**src/rtl/clock_monitor_pkg.sv**
```systemverilog
// Shared types for the clock monitor: FSM state encoding.
package clock_monitor_pkg;

    typedef enum logic [1:0] {
        StIdle    = 2'd0,
        StMeasure = 2'd1,
        StLocked  = 2'd2
    } mon_state_e;

endpackage

```
**src/rtl/clock_monitor_sync_edge.sv**
```systemverilog
// Synchroniser for the monitored clock plus a registered rise/fall edge detector.
module clock_monitor_sync_edge #(
    parameter int unsigned SyncStages = 2
) (
    input  logic clk_i,
    input  logic reset_i,
    input  logic mon_i,
    output logic rise_o,
    output logic fall_o
);

    logic [SyncStages-1:0] sync_q;
    logic                  prev_q;
    logic                  rise_q;
    logic                  fall_q;
    logic                  sync_s;

    assign sync_s = sync_q[SyncStages-1];

    always_ff @(posedge clk_i) begin
        if (reset_i) begin
            sync_q <= '0;
            prev_q <= 1'b0;
            rise_q <= 1'b0;
            fall_q <= 1'b0;
        end else begin
            sync_q <= {sync_q[SyncStages-2:0], mon_i};
            prev_q <= sync_s;
            rise_q <= sync_s & ~prev_q;
            fall_q <= ~sync_s & prev_q;
        end
    end

    assign rise_o = rise_q;
    assign fall_o = fall_q;

endmodule

```
**src/rtl/clock_monitor.sv**
```systemverilog
// Health monitor for a divided clock: measures half-period, declares lock on a steady
// ratio and raises a sticky error on drift or stall once locked.
module clock_monitor
    import clock_monitor_pkg::*;
#(
    parameter int unsigned SYNC_STAGES = 2,
    parameter int unsigned CNT_W       = 16,
    parameter int unsigned EXP_HALF    = 2,
    parameter int unsigned TOL         = 0,
    parameter int unsigned LOCK_COUNT  = 4
) (
    input  logic             clk_in,
    input  logic             reset,
    input  logic             mon_in,
    input  logic             clear_err,
    output logic             rise_stb,
    output logic             fall_stb,
    output logic [CNT_W-1:0] half_period,
    output logic             period_valid,
    output logic             locked,
    output logic             err
);

    localparam int unsigned      STALL_LIM = 4 * EXP_HALF;
    localparam int unsigned      GoodW     = (LOCK_COUNT < 2) ? 1 : $clog2(LOCK_COUNT + 1);
    localparam logic [CNT_W-1:0] CtrMax    = '1;
    localparam logic [CNT_W-1:0] StallLimW = CNT_W'(STALL_LIM);
    localparam logic [CNT_W:0]   ExpHalfW  = (CNT_W + 1)'(EXP_HALF);
    localparam logic [CNT_W:0]   TolW      = (CNT_W + 1)'(TOL);
    localparam logic [GoodW-1:0] LockW     = GoodW'(LOCK_COUNT);

    mon_state_e       state_q;
    logic [CNT_W-1:0] ctr_q;
    logic [GoodW-1:0] good_q;
    logic [CNT_W-1:0] half_q;
    logic             valid_q;
    logic             locked_q;
    logic             err_q;

    logic             edge_det;
    logic [CNT_W:0]   ctr_inc;
    logic [CNT_W:0]   diff;
    logic [CNT_W-1:0] half_sat;
    logic [GoodW-1:0] good_inc;
    logic             match;
    logic             stall;

    clock_monitor_sync_edge #(
        .SyncStages(SYNC_STAGES)
    ) u_sync_edge (
        .clk_i  (clk_in),
        .reset_i(reset),
        .mon_i  (mon_in),
        .rise_o (rise_stb),
        .fall_o (fall_stb)
    );

    // Edge-to-edge distance is ctr+1; one extra bit keeps the compare free of wrap.
    assign edge_det = rise_stb | fall_stb;
    assign ctr_inc  = {1'b0, ctr_q} + 1'b1;
    assign diff     = (ctr_inc >= ExpHalfW) ? (ctr_inc - ExpHalfW) : (ExpHalfW - ctr_inc);
    assign match    = (diff <= TolW);
    assign half_sat = ctr_inc[CNT_W] ? CtrMax : ctr_inc[CNT_W-1:0];
    assign stall    = (ctr_q == StallLimW);
    assign good_inc = good_q + 1'b1;

    always_ff @(posedge clk_in) begin
        if (reset) begin
            state_q  <= StIdle;
            ctr_q    <= '0;
            good_q   <= '0;
            half_q   <= '0;
            valid_q  <= 1'b0;
            locked_q <= 1'b0;
            err_q    <= 1'b0;
        end else begin
            if (edge_det) begin
                ctr_q <= '0;
            end else if (ctr_q != CtrMax) begin
                ctr_q <= ctr_q + 1'b1;
            end

            if (edge_det && (state_q != StIdle)) begin
                half_q  <= half_sat;
                valid_q <= 1'b1;
            end

            // A same-cycle error set below overrides this clear.
            if (clear_err) begin
                err_q <= 1'b0;
            end

            unique case (state_q)
                StIdle: begin
                    if (edge_det) begin
                        state_q <= StMeasure;
                        good_q  <= '0;
                    end
                end
                StMeasure: begin
                    if (edge_det && match) begin
                        good_q <= good_inc;
                        if (good_inc == LockW) begin
                            state_q  <= StLocked;
                            locked_q <= 1'b1;
                        end
                    end else if (edge_det || stall) begin
                        good_q <= '0;
                    end
                end
                StLocked: begin
                    if ((edge_det && !match) || stall) begin
                        err_q    <= 1'b1;
                        locked_q <= 1'b0;
                        good_q   <= '0;
                        state_q  <= StMeasure;
                    end
                end
                default: state_q <= StIdle;
            endcase
        end
    end

    assign half_period  = half_q;
    assign period_valid = valid_q;
    assign locked       = locked_q;
    assign err          = err_q;

endmodule
```
**config.mk**
```make
export PLATFORM = sky130hd
export DESIGN_NAME = clock_monitor
export DESIGN_NICKNAME = d
export VERILOG_FILES = /design/src/rtl/clock_monitor_pkg.sv /design/src/rtl/clock_monitor_sync_edge.sv /design/src/rtl/clock_monitor.sv
export SDC_FILE = /design/constraint.sdc
export NUM_CORES = 1
export LEC_CHECK = 0
export BUFFER_PORTS_ARGS = -buffer_cell sky130_fd_sc_hd__buf_2
export CAP_MARGIN = 20
export CORE_ASPECT_RATIO = 1.1
export CORE_UTILIZATION = 55
export CTS_CLUSTER_DIAMETER = 120
export DETAILED_ROUTE_END_ITERATION = 8
export HOLD_SLACK_MARGIN = 0.05
export PLACE_DENSITY_LB_ADDON = 0.12
export REMOVE_ABC_BUFFERS = 1
export SLEW_MARGIN = 20
export SYNTH_ARGS = -nofsm -noshare
export SYNTH_HDL_FRONTEND = slang
export SYNTH_SLANG_ARGS = --single-unit
```
**constraint.sdc**
```tcl
create_clock -name clk_in -period 7.2 [get_ports clk_in]
set_clock_uncertainty 0.15 [all_clocks]
set_input_delay 1.08 -clock clk_in [delete_from_list [all_inputs] [get_ports clk_in]]
set_output_delay 1.08 -clock clk_in [all_outputs]
set_load 0.02 [all_outputs]
```
======== Yosys cells after proc, flatten, opt, wreduce, memory -nomap -nowiden ========
Index checks and enable logic that the tools add are counted.
storage, ports and cells
  memories ................................ 0
  memory bits (read-only) ................. 0
  logic and storage cells ................. 66
  bits in writable memories ............... 0
  latch bits .............................. 0
  output and inout bits ................... 21
  input port bits ......................... 4
  register bits ........................... 45
operators by class
  order comparisons ....................... 2
  $mul .................................... 0
  muxes and demuxes ....................... 19
  divide/modulo/power cells ............... 0
  bitwise logic cells ..................... 5
  add/subtract/negate cells ............... 5
  reductions and logical operators ........ 14
  equality and inequality tests ........... 10
  shift operators ......................... 0
operators with widths
  kind                                                                                   count
  16-bit by 1-bit adder with 17-bit output (second input constant)                       1
  17-bit by 2-bit greater-or-equal comparator with 1-bit output (second input constant)  1
  17-bit by 1-bit less-or-equal comparator with 1-bit output (second input constant)     1
  17-bit two-way mux                                                                     1
  17-bit by 2-bit subtractor with 17-bit output (second input constant)                  1
  2-bit by 17-bit subtractor with 17-bit output (first input constant)                   1
  16-bit by 1-bit adder with 16-bit output (second input constant)                       1
  16-bit by 4-bit equality test with 1-bit output (second input constant)                1
  16-bit two-way mux                                                                     1
  16-bit inequality test (second input constant)                                         1
  3-bit two-way mux                                                                      4
  4-bit AND reduction                                                                    3
  3-bit one-hot mux with 3 select lines                                                  1
  2-bit two-way mux                                                                      4
  2-bit inequality test (second input constant)                                          4
  1-bit two-way mux                                                                      6
  2-bit one-hot mux with 3 select lines                                                  1
  2-bit nonzero test                                                                     2
  3-bit by 1-bit adder with 3-bit output (second input constant)                         1
  3-bit equality test (second input constant)                                            1
  1-bit logical AND                                                                      3
  3-bit inequality test (second input constant)                                          1
  3-bit nonzero test                                                                     1
  1-bit AND                                                                              2
  9 further kinds                                                                        11

======== Logic depth before layout (Yosys ltp) ========
Gate-level depths: netlist of run 1.
  depth after elaboration ................. 9
  mapped depth ............................ 12
  mapped depth without buffers ............ 11

======== Hierarchy ========
A second synthesis of run 1 with hierarchy kept.
second synthesis, totals
  cell total of the unflattened synthesis .. 329
  area total of the unflattened synthesis .. 2,761.4 um^2
modules (own cells, without submodules)
  module                   seq. area each (um^2)  times used  area each (um^2)  cells an instance
  clock_monitor            800.8                  1           2,627.5           319
  clock_monitor_sync_edge  100.1                  1           133.9             10

======== Least setup slack after synthesis of run 1 ========
No wires, ideal clock.
  path type ............................... reg-to-reg
  from .................................... register ctr_q[1]
  to ...................................... register err_q, in the netlist err
  path slack .............................. 4,156 ps
  arrival ................................. 2,761 ps
  setup time .............................. 132 ps
  required time ........................... 6,918 ps
  stages on the path, launching flop included .. 11
  clock period less this slack ............ 3,044 ps
  path buffers ............................ 0
  cells stage by stage .................... dfxtp_1 ha_1 nand3_4 nor4_2 xor2_2 nor4b_1 o41ai_1 a2111o_1 o32a_1 o21ai_1 a21oi_1
on the way
  word-level cells in the longest chain between the ends .. 9
  elaborated cells between the ends (all ways) .. 12
  those cells by class .................... add/sub: 3; order compare: 2; eq/ne: 1; mux: 3; reduce/logical: 3
RTL lines
  what                                                                         line                  source
  start: declaration                                                           clock_monitor.sv:33   logic [CNT_W-1:0] ctr_q;
  start signal: assignment                                                     clock_monitor.sv:80   ctr_q <= ctr_q + 1'b1;
  16-bit by 1-bit adder with 17-bit output                                     clock_monitor.sv:60   assign ctr_inc = {1'b0, ctr_q} + 1'b1;
  2-bit by 17-bit subtractor with 17-bit output, or another cell as far along  clock_monitor.sv:61   assign diff = (ctr_inc >= ExpHalfW) ? (ctr_inc - ExpHalfW) : (ExpHalfW - ctr_inc);
  17-bit two-way mux                                                           clock_monitor.sv:61
  17-bit by 1-bit less-or-equal comparator with 1-bit output                   clock_monitor.sv:62   assign match = (diff <= TolW);
  1-bit zero test                                                              clock_monitor.sv:112  if ((edge_det && !match) || stall) begin
  1-bit logical AND                                                            clock_monitor.sv:112
  1-bit logical OR *                                                           clock_monitor.sv:112
  1-bit two-way mux *                                                          clock_monitor.sv:112
  1-bit two-way mux *                                                          clock_monitor.sv:93   unique case (state_q)
  end signal: assignment                                                       clock_monitor.sv:75   err_q <= 1'b0;
  end signal: assignment                                                       clock_monitor.sv:90   err_q <= 1'b0;
  end signal: assignment                                                       clock_monitor.sv:113  err_q <= 1'b1;
  end: declaration                                                             clock_monitor.sv:38   logic err_q;
Every way passes the cells marked *; elsewhere a longest branch is shown, timed or not.
A chain may end at the register's enable or synchronous reset.

======== Worst setup path after layout of run 1 ========
  from .................................... register ctr_q[0]
  to ...................................... register err_q, in the netlist err
Same word-level chain as after synthesis.

==> results.sh, run 1 <==
export IMPL_drtPass1Iterations=4
export IMPL_antenna_found_initial=0
export IMPL_synth_seq_cells=45
export IMPL_drt_total_wl_um=6010
export IMPL_synth_ff_type="dfxtp_1"
export IMPL_cts_made_buffers=5
export IMPL_drtIter0Drc=104
export IMPL_start_util=0.571
export IMPL_cp_top_family="compound AO/OA/AOI/OAI gates"
export IMPL_sw_frac_of_total=0.286
export IMPL_instances_no_fill=380
export IMPL_clkTransAtPathRegs_ns=0.09
export IMPL_numPortBuffers=24
export IMPL_synth_cells=313
export IMPL_dp_cells=372
export IMPL_area_growth_syn_to_layout_pct=6.93
export IMPL_path_cells="ha_1 > nand3_4 > nor4_2 > xor2_2 > nor4b_1 > o41ai_1 > a2111o_1 > o32a_1 > o21ai_1 > a21oi_1"
export IMPL_ir_drop_v=0.000117
export IMPL_crit_required_ns=7.23
export IMPL_vias_per_cell=6.03
export IMPL_dpl_worst_slack_ns=3.73
export IMPL_min_path_type="register to register"
export IMPL_ys_warn_count=0
export IMPL_cts_resized_gates=0
export IMPL_routedWlPerCell_um=15.8
export IMPL_fin_tns_setup_ns=0
export IMPL_grt_pass1_vias=2033
export IMPL_worstPathArrival_ns=3.53
export IMPL_track_usage=0.258
export IMPL_outcome="finished, final reports clean"
export IMPL_die_area_um2=5070
export IMPL_core_um2=4620
export IMPL_max_slew_margin=0.496
export IMPL_p_sw_uw=138
export IMPL_rows=26
export IMPL_crit_fanout=10
export IMPL_rsz0062_at_grt="false"
export IMPL_drive_gt1_frac=0.151
export IMPL_clock_sinks=45
export IMPL_powerDensity_nw_per_um2=171
export IMPL_antenna_left=0
export IMPL_min_period_over_period=0.486
export IMPL_h_tree_depth=2
export IMPL_crit_buf_inv=0
export IMPL_period_minus_slack_ns=3.50
export IMPL_root_buffer="clkbuf_8"
export IMPL_hold_buffers=0
export IMPL_setup_viol=0
export IMPL_die_h_um=74.6
export IMPL_worstSetupPathType="register to register"
export IMPL_nFillCells=423
export IMPL_cts_setup_buffers=0
export IMPL_synthDistinctLibCells=60
export IMPL_fin_hold_ws_ns=0.258
export IMPL_routabilityCongestion=0.932
export IMPL_crit_path_end_kind="register"
export IMPL_grt_pass1_wl_um=9630
export IMPL_die_x_um=68.0
export IMPL_cts_buffer_depth=2
export IMPL_drv_cap=0
export IMPL_leakagePower_uw=0.00110
export IMPL_grt_max_degree=30
export IMPL_crit_path_start_kind="register"
export IMPL_async_reset_ff_frac=0
export IMPL_final_max_slew_viol_count=0
export IMPL_ys_seq_area_frac=0.342
export IMPL_diodes=0
export IMPL_final_cell_mix="nor2_1, dfxtp_1, buf_2, nand2_1, a211oi_1"
export IMPL_synthesis_area_um2=2640
export IMPL_place_hpwl_um=4450
export IMPL_drc_errors=0
export IMPL_max_freq_ghz=0.286
export IMPL_cp_slowest_stage_delay_ns=0.51
export IMPL_layout_commonest_cell="nor2_1"
export IMPL_synth_area_leaders="dfxtp_1, nor2_1, ha_1"
export IMPL_finalWorstSetupSlack_ns=3.70
export IMPL_num_vias=2291
export IMPL_cts_tree="done"
export IMPL_pwr_share_seq=0.531
export IMPL_synth_edff_count=0
export IMPL_clkPwrFrac=0.333
export IMPL_finalHoldViolations=0
export IMPL_fin_nets=336
export IMPL_synth_top_area_cell="dfxtp_1"
export IMPL_yosys_area_top_type_share=0.342
export IMPL_power_frac_comb=0.136
export IMPL_tightest_slew_ns=0.749
export IMPL_grt_ovfl_total=0
export IMPL_syn_area_per_cell_um2=8.42
export IMPL_slowest_stage="dfxtp_1"
export IMPL_ios=25
export IMPL_insertion_delay_ns=0.31
export IMPL_internal_power_uw=345
==> metal layers <==
layer	share of wire	vias up	global-route usage	wire, µm
met5	0	-	0	0
met4	0.024	0	0.111	146
met3	0.045	13	0.0576	272
met2	0.49	63	0.426	2930
met1	0.44	1074	0.321	2660
li1	-	1141	-	-
==> per-stage QoR <==
step                total power [µW]  utilization  cell area (µm²)
finish                           483        0.610             2820
global route                     504        0.610             2820
CTS                              487        0.609             2810
detailed placement               327        0.590             2720
global placement                 326        0.590             2720
floorplan                        311            -             2530
==> sequential cells by signal, indices dropped and copies added (netlist names) <==
register	flops
ctr_q	16
err	1
good_q	3
half_period	16
locked	1
period_valid	1
state_q	2
u_sync_edge.fall_o	1
u_sync_edge.prev_q	1
u_sync_edge.rise_o	1
u_sync_edge.sync_q	2
==> cell type report <==
| cell class | count | area [µm²] | share of cell area |
|---|---|---|---|
| inverters | 7 | 26.3 | 0.00932 |
| clock buffers | 5 | 68.8 | 0.0244 |
| clock inverters | 3 | 21.3 | 0.00755 |
| flip-flops and latches | 45 | 901 | 0.320 |
| repair buffers | 24 | 120 | 0.0426 |
| well taps | 56 | 70.1 | 0.0249 |
| multi-input cells | 240 | 1610 | 0.572 |
==> synth_stat cells, types with 4 or more instances <==
cell type / instances
a22o_1: 4
a21oi_1: 9
a211oi_1: 12
nand3_1: 11
nand4_1: 7
o21ai_1: 5
and2_1: 6
a311oi_1: 4
and4_1: 4
nor2b_1: 6
nor3_1: 9
o211ai_1: 4
buf_2: 9
dfxtp_1: 45
and3_1: 4
xor2_1: 8
nand2_1: 21
clkbuf_1: 10
o21ai_0: 6
inv_1: 6
nor4_1: 6
nor2_1: 53
ha_1: 9
xnor2_1: 11
==> logic make-up after synthesis <==
group,share of synthesized area
xor+xnor,0.0693
buf+inv,0.0498
compound gates,0.190
flops,0.342
simple gates,0.306
fa+ha+maj,0.0427
==> power by group through the flow <==
stage | Combinational (µW) | Clock [µW] | Sequential (µW)
finish | 65.7 | 161 | 256
global route | 72.5 | 175 | 257
CTS | 65.1 | 165 | 256
detailed placement | 64.9 | 0 | 262
global placement | 63.8 | 0 | 262
floorplan | 48.2 | 0 | 262
==> final timing paths <==
path	from	end	slack, ns	cells past startpoint
max	ctr_q[0]	err	3.70	10
max reg2reg	ctr_q[0]	err	3.70	10
min	u_sync_edge.prev_q	u_sync_edge.rise_o	0.26	1
min reg2reg	u_sync_edge.prev_q	u_sync_edge.rise_o	0.26	1
No activity file was read; power rests on OpenSTA's default activity.
==> inputs of run 2 (changes only) <==
- CORE_UTILIZATION: 55 -> 53
- clock period: 7.2 -> 3.2 ns (I/O delays scaled with it)
==> results.sh, run 2 (synthesized netlist as in run 1, its figures left out) <==
export IMPL_leakagePower_uw=0.00131
export IMPL_ir_drop_v=0.000270
export IMPL_top_layer="met4"
export IMPL_insertion_delay_ns=0.31
export IMPL_fin_tns_setup_ns=0
export IMPL_numPortBuffers=24
export IMPL_place_hpwl_um=4710
export IMPL_finalHoldViolations=0
export IMPL_drt_total_wl_um=6340
export IMPL_vias_per_cell=5.86
export IMPL_max_slew_margin=0.568
export IMPL_dpl_worst_slack_ns=-0.0319
export IMPL_clkTransAtPathRegs_ns=0.09
export IMPL_cts_made_buffers=5
export IMPL_die_h_um=76.0
export IMPL_hold_buffers=0
export IMPL_setup_viol=0
export IMPL_cts_tree="done"
export IMPL_start_util=0.559
export IMPL_worstPathArrival_ns=3.10
export IMPL_grt_pass1_vias=2318
export IMPL_clock_sinks=45
export IMPL_core_um2=4720
export IMPL_routedWlPerCell_um=15.2
export IMPL_die_area_um2=5260
export IMPL_final_cell_mix="nor2_1, dfxtp_1, buf_4, buf_2, nand2_1"
export IMPL_instances_no_fill=416
export IMPL_area_growth_syn_to_layout_pct=20.2
export IMPL_cts_buffer_depth=2
export IMPL_root_buffer="clkbuf_8"
export IMPL_powerDensity_nw_per_um2=359
export IMPL_final_max_slew_viol_count=0
export IMPL_dr_wl_met2_um=2970
export IMPL_num_vias=2436
export IMPL_h_tree_depth=2
export IMPL_track_usage=0.252
export IMPL_dr_wl_met3_um=216
export IMPL_worstSetupPathType="register to register"
export IMPL_period_minus_slack_ns=3.07
export IMPL_rows=26
export IMPL_max_freq_ghz=0.326
export IMPL_die_x_um=69.2
export IMPL_drv_cap=0
export IMPL_outcome="finished, final reports clean"
export IMPL_drtIter0Drc=151
export IMPL_drive_gt1_frac=0.275
export IMPL_crit_fanout=7
export IMPL_antenna_left=0
export IMPL_wirelength_met1_um=2970
export IMPL_diodes=0
export IMPL_routabilityCongestion=0.975
export IMPL_antenna_found_initial=0
export IMPL_min_period_over_period=0.960
export IMPL_grt_pass1_wl_um=10700
export IMPL_layout_commonest_cell="nor2_1"
export IMPL_drc_errors=0
export IMPL_fin_hold_ws_ns=0.230
export IMPL_grt_ovfl_total=0
export IMPL_finalWorstSetupSlack_ns=0.129
export IMPL_min_path_type="primary input to register"
export IMPL_fin_nets=372
export IMPL_ios=25
export IMPL_crit_path_start_kind="register"
export IMPL_fin_util=0.672
export IMPL_crit_required_ns=3.22
export IMPL_dp_cells=408
export IMPL_drtPass1Iterations=4
export IMPL_tightest_slew_ns=0.647
export IMPL_grt_max_degree=26
export IMPL_crit_path_end_kind="register"
-- run 2: what timing repair did --
item / in CTS / in global routing
buffers inserted: 0 / 0
endpoints found under the setup margin: 2 / 5
gates resized for setup: 2 / 15
-- run 2: stage by stage --
stage / power (µW) / area (µm²)
after global placement: 769 / 2990
after CTS: 1140 / 3100
final: 1140 / 3170
after global routing: 1200 / 3170
after detailed placement: 770 / 2990
after floorplan: 699 / 2530
-- run 2: final cells by class --
class                           count  area (µm²)
Multi-Input combinational cell    240        1680
Fill cell                         401        1550
Sequential cell                    45         907
Timing Repair Buffer               60         390
Tap cell                           56        70.1
Clock buffer                        5        68.8
Inverter                            7        26.3
Clock inverter                      3        25.0
-- run 2: report_power, final --
part | total [µW] | internal (µW) | switching [µW]
logic | 192 | 80.9 | 111
registers | 575 | 568 | 7.61
clock network | 369 | 159 | 210
total | 1140 | 808 | 329
-- run 2: final timing paths --
kind | start | end | slack, ns | depth (start not counted)
min | mon_in | u_sync_edge.sync_q[0] | 0.23 | 2
max reg2reg | ctr_q[1] | err | 0.13 | 10
max | ctr_q[1] | err | 0.13 | 10
min reg2reg | u_sync_edge.prev_q | u_sync_edge.rise_o | 0.26 | 1
-- run 2: critical path, cell delays in order (launching register included) --
cell      delay (ns)
dfxtp_2         0.36
ha_2            0.22
and2_4          0.21
or4_1           0.51
o311a_2         0.18
a211oi_2        0.19
o21ai_1         0.13
a2111o_1        0.44
o32a_1          0.32
o21ai_2         0.15
a21oi_1         0.08
-- run 2: per-layer routing --
metal,global-route usage,vias up
met5,0,-
met4,0.106,0
met3,0.0542,17
met2,0.413,48
met1,0.319,1147
li1,-,1224
==> inputs of run 3 (changes only) <==
- clock period: 3.2 -> 2.7 ns (I/O delays scaled with it)
==> results.sh, run 3 (synthesized netlist as in run 1, its figures left out) <==
export IMPL_rows=26
export IMPL_tightest_slew_ns=0.676
export IMPL_numPortBuffers=24
export IMPL_die_x_um=69.2
export IMPL_final_max_slew_viol_count=0
export IMPL_routabilityCongestion=0.935
export IMPL_drc_errors=0
export IMPL_place_hpwl_um=5200
export IMPL_final_cell_area_um2=3660
export IMPL_cts_made_buffers=5
export IMPL_worstSetupPathType="register to register"
export IMPL_path_cells="buf_6 > ha_4 > and2_4 > or4_4 > o311a_4 > buf_6 > buf_6 > a21o_1 > o41ai_2 > a2111o_1 > buf_6 > o41ai_4 > a211oi_1 > o21ai_1"
export IMPL_finalWorstSetupSlack_ns=-0.473
export IMPL_cp_slowest_stage_delay_ns=0.51
export IMPL_diodes=0
export IMPL_grt_pass1_vias=2439
export IMPL_track_usage=0.280
export IMPL_violations="setup timing"
export IMPL_start_util=0.559
export IMPL_dr_wl_met3_um=385
export IMPL_fin_tns_setup_ns=-3.00
export IMPL_clock_sinks=45
export IMPL_insertion_delay_ns=0.30
export IMPL_max_freq_ghz=0.315
export IMPL_antenna_left=0
export IMPL_ir_drop_v=0.000272
export IMPL_setup_viol=7
export IMPL_crit_path_start_kind="register"
export IMPL_drv_cap=0
export IMPL_root_buffer="clkbuf_8"
export IMPL_fin_util=0.776
export IMPL_cp_top_family="compound AO/OA/AOI/OAI gates"
export IMPL_die_h_um=76.0
export IMPL_min_period_over_period=1.18
export IMPL_routedWlPerCell_um=16.3
export IMPL_final_cell_mix="buf_4, nor2_1, dfxtp_1, buf_2, nand2_1"
export IMPL_wirelength_met1_um=3210
export IMPL_top_layer="met4"
export IMPL_antenna_found_initial=0
export IMPL_drtIter0Drc=276
export IMPL_powerDensity_nw_per_um2=396
export IMPL_die_area_um2=5260
export IMPL_core_um2=4720
export IMPL_vias_per_cell=5.63
export IMPL_cts_tree="done"
export IMPL_leakagePower_uw=0.00156
export IMPL_crit_top_cell="buf_6"
export IMPL_h_tree_depth=2
export IMPL_grt_max_degree=26
export IMPL_fin_nets=417
export IMPL_crit_path_end_kind="register"
export IMPL_place_area_um2=3250
export IMPL_drtPass1Iterations=4
export IMPL_layout_commonest_cell="buf_4"
export IMPL_max_slew_margin=0.548
export IMPL_crit_buf_inv=4
export IMPL_drive_gt1_frac=0.375
export IMPL_ios=25
export IMPL_grt_pass1_wl_um=11800
export IMPL_clkTransAtPathRegs_ns=0.09
export IMPL_cts_buffer_depth=2
export IMPL_worstPathArrival_ns=3.21
export IMPL_dr_wl_met2_um=3710
export IMPL_period_minus_slack_ns=3.17
export IMPL_finalHoldViolations=0
export IMPL_slowest_stage="or4_4"
export IMPL_crit_required_ns=2.74
export IMPL_outcome="finished with violations"
export IMPL_min_path_type="primary input to register"
export IMPL_grt_ovfl_total=0
export IMPL_area_growth_syn_to_layout_pct=38.9
export IMPL_drt_total_wl_um=7500
export IMPL_rsz0062_at_grt="true"
export IMPL_num_vias=2595
export IMPL_crit_fanout=4
==> run 3: cell count changes in the layout (fill, tap and decap cells not counted), sizes merged <==
| cell | delta |
|---|---|
| buf | +45 |
| clkbuf | +2 |
| clkinv | +1 |
| clkinvlp | -1 |
| inv | -2 |
==> run 3: final cells by class <==
class / count / area (µm²)
clock buffer: 7 / 96.3
multi-input combinational: 240 / 1800
timing repair buffer: 105 / 762
sequential: 45 / 906
inverter: 7 / 26.3
clock inverter: 1 / 5.00
tap: 56 / 70.1
fill: 343 / 1050
==> run 3: final timing paths <==
path	depth (start not counted)	slack, ns	end	startpoint
max	14	-0.47	good_q[2]	ctr_q[1]
min	2	0.17	u_sync_edge.sync_q[0]	mon_in
max reg2reg	14	-0.47	good_q[2]	ctr_q[1]
min reg2reg	1	0.27	u_sync_edge.fall_o	u_sync_edge.sync_q[1]
==> run 3: through the flow <==
| stage | hold WS (ns) | cells | power [µW] | setup slack (ns) |
|---|---|---|---|---|
| 6_report | 0.165 | 461 | 1450 | -0.473 |
| 5_1_grt | 0.182 | 461 | 1510 | -0.589 |
| 4_1_cts | 0.160 | 455 | 1420 | -0.401 |
| 3_5_place_dp | 0.259 | 442 | 938 | -0.490 |
| 3_3_place_gp | 0.239 | 442 | 936 | -0.445 |
| 2_1_floorplan | 0.233 | 292 | 829 | -0.436 |
==> run 3: power breakdown <==
| group | switching [µW] | internal [µW] |
|---|---|---|
| combinational | 161 | 140 |
| clock | 237 | 232 |
| sequential | 8.59 | 673 |
==> run 3: timing repair <==
action / CTS / global route
hold buffers: 0 / 0
gates cloned: 0 / 0
setup endpoints to repair: 7 / 7
hold endpoints to repair: 0 / 0
gates resized for setup: 17 / 25
setup buffers: 5 / 7
pin swaps: 12 / 19
==> run 3: layer usage <==
| metal | vias up | GRT usage |
|---|---|---|
| met5 | - | 0 |
| met3 | 22 | 0.0317 |
| met4 | 0 | 0.0857 |
| met2 | 68 | 0.479 |
| met1 | 1199 | 0.368 |
| li1 | 1306 | - |
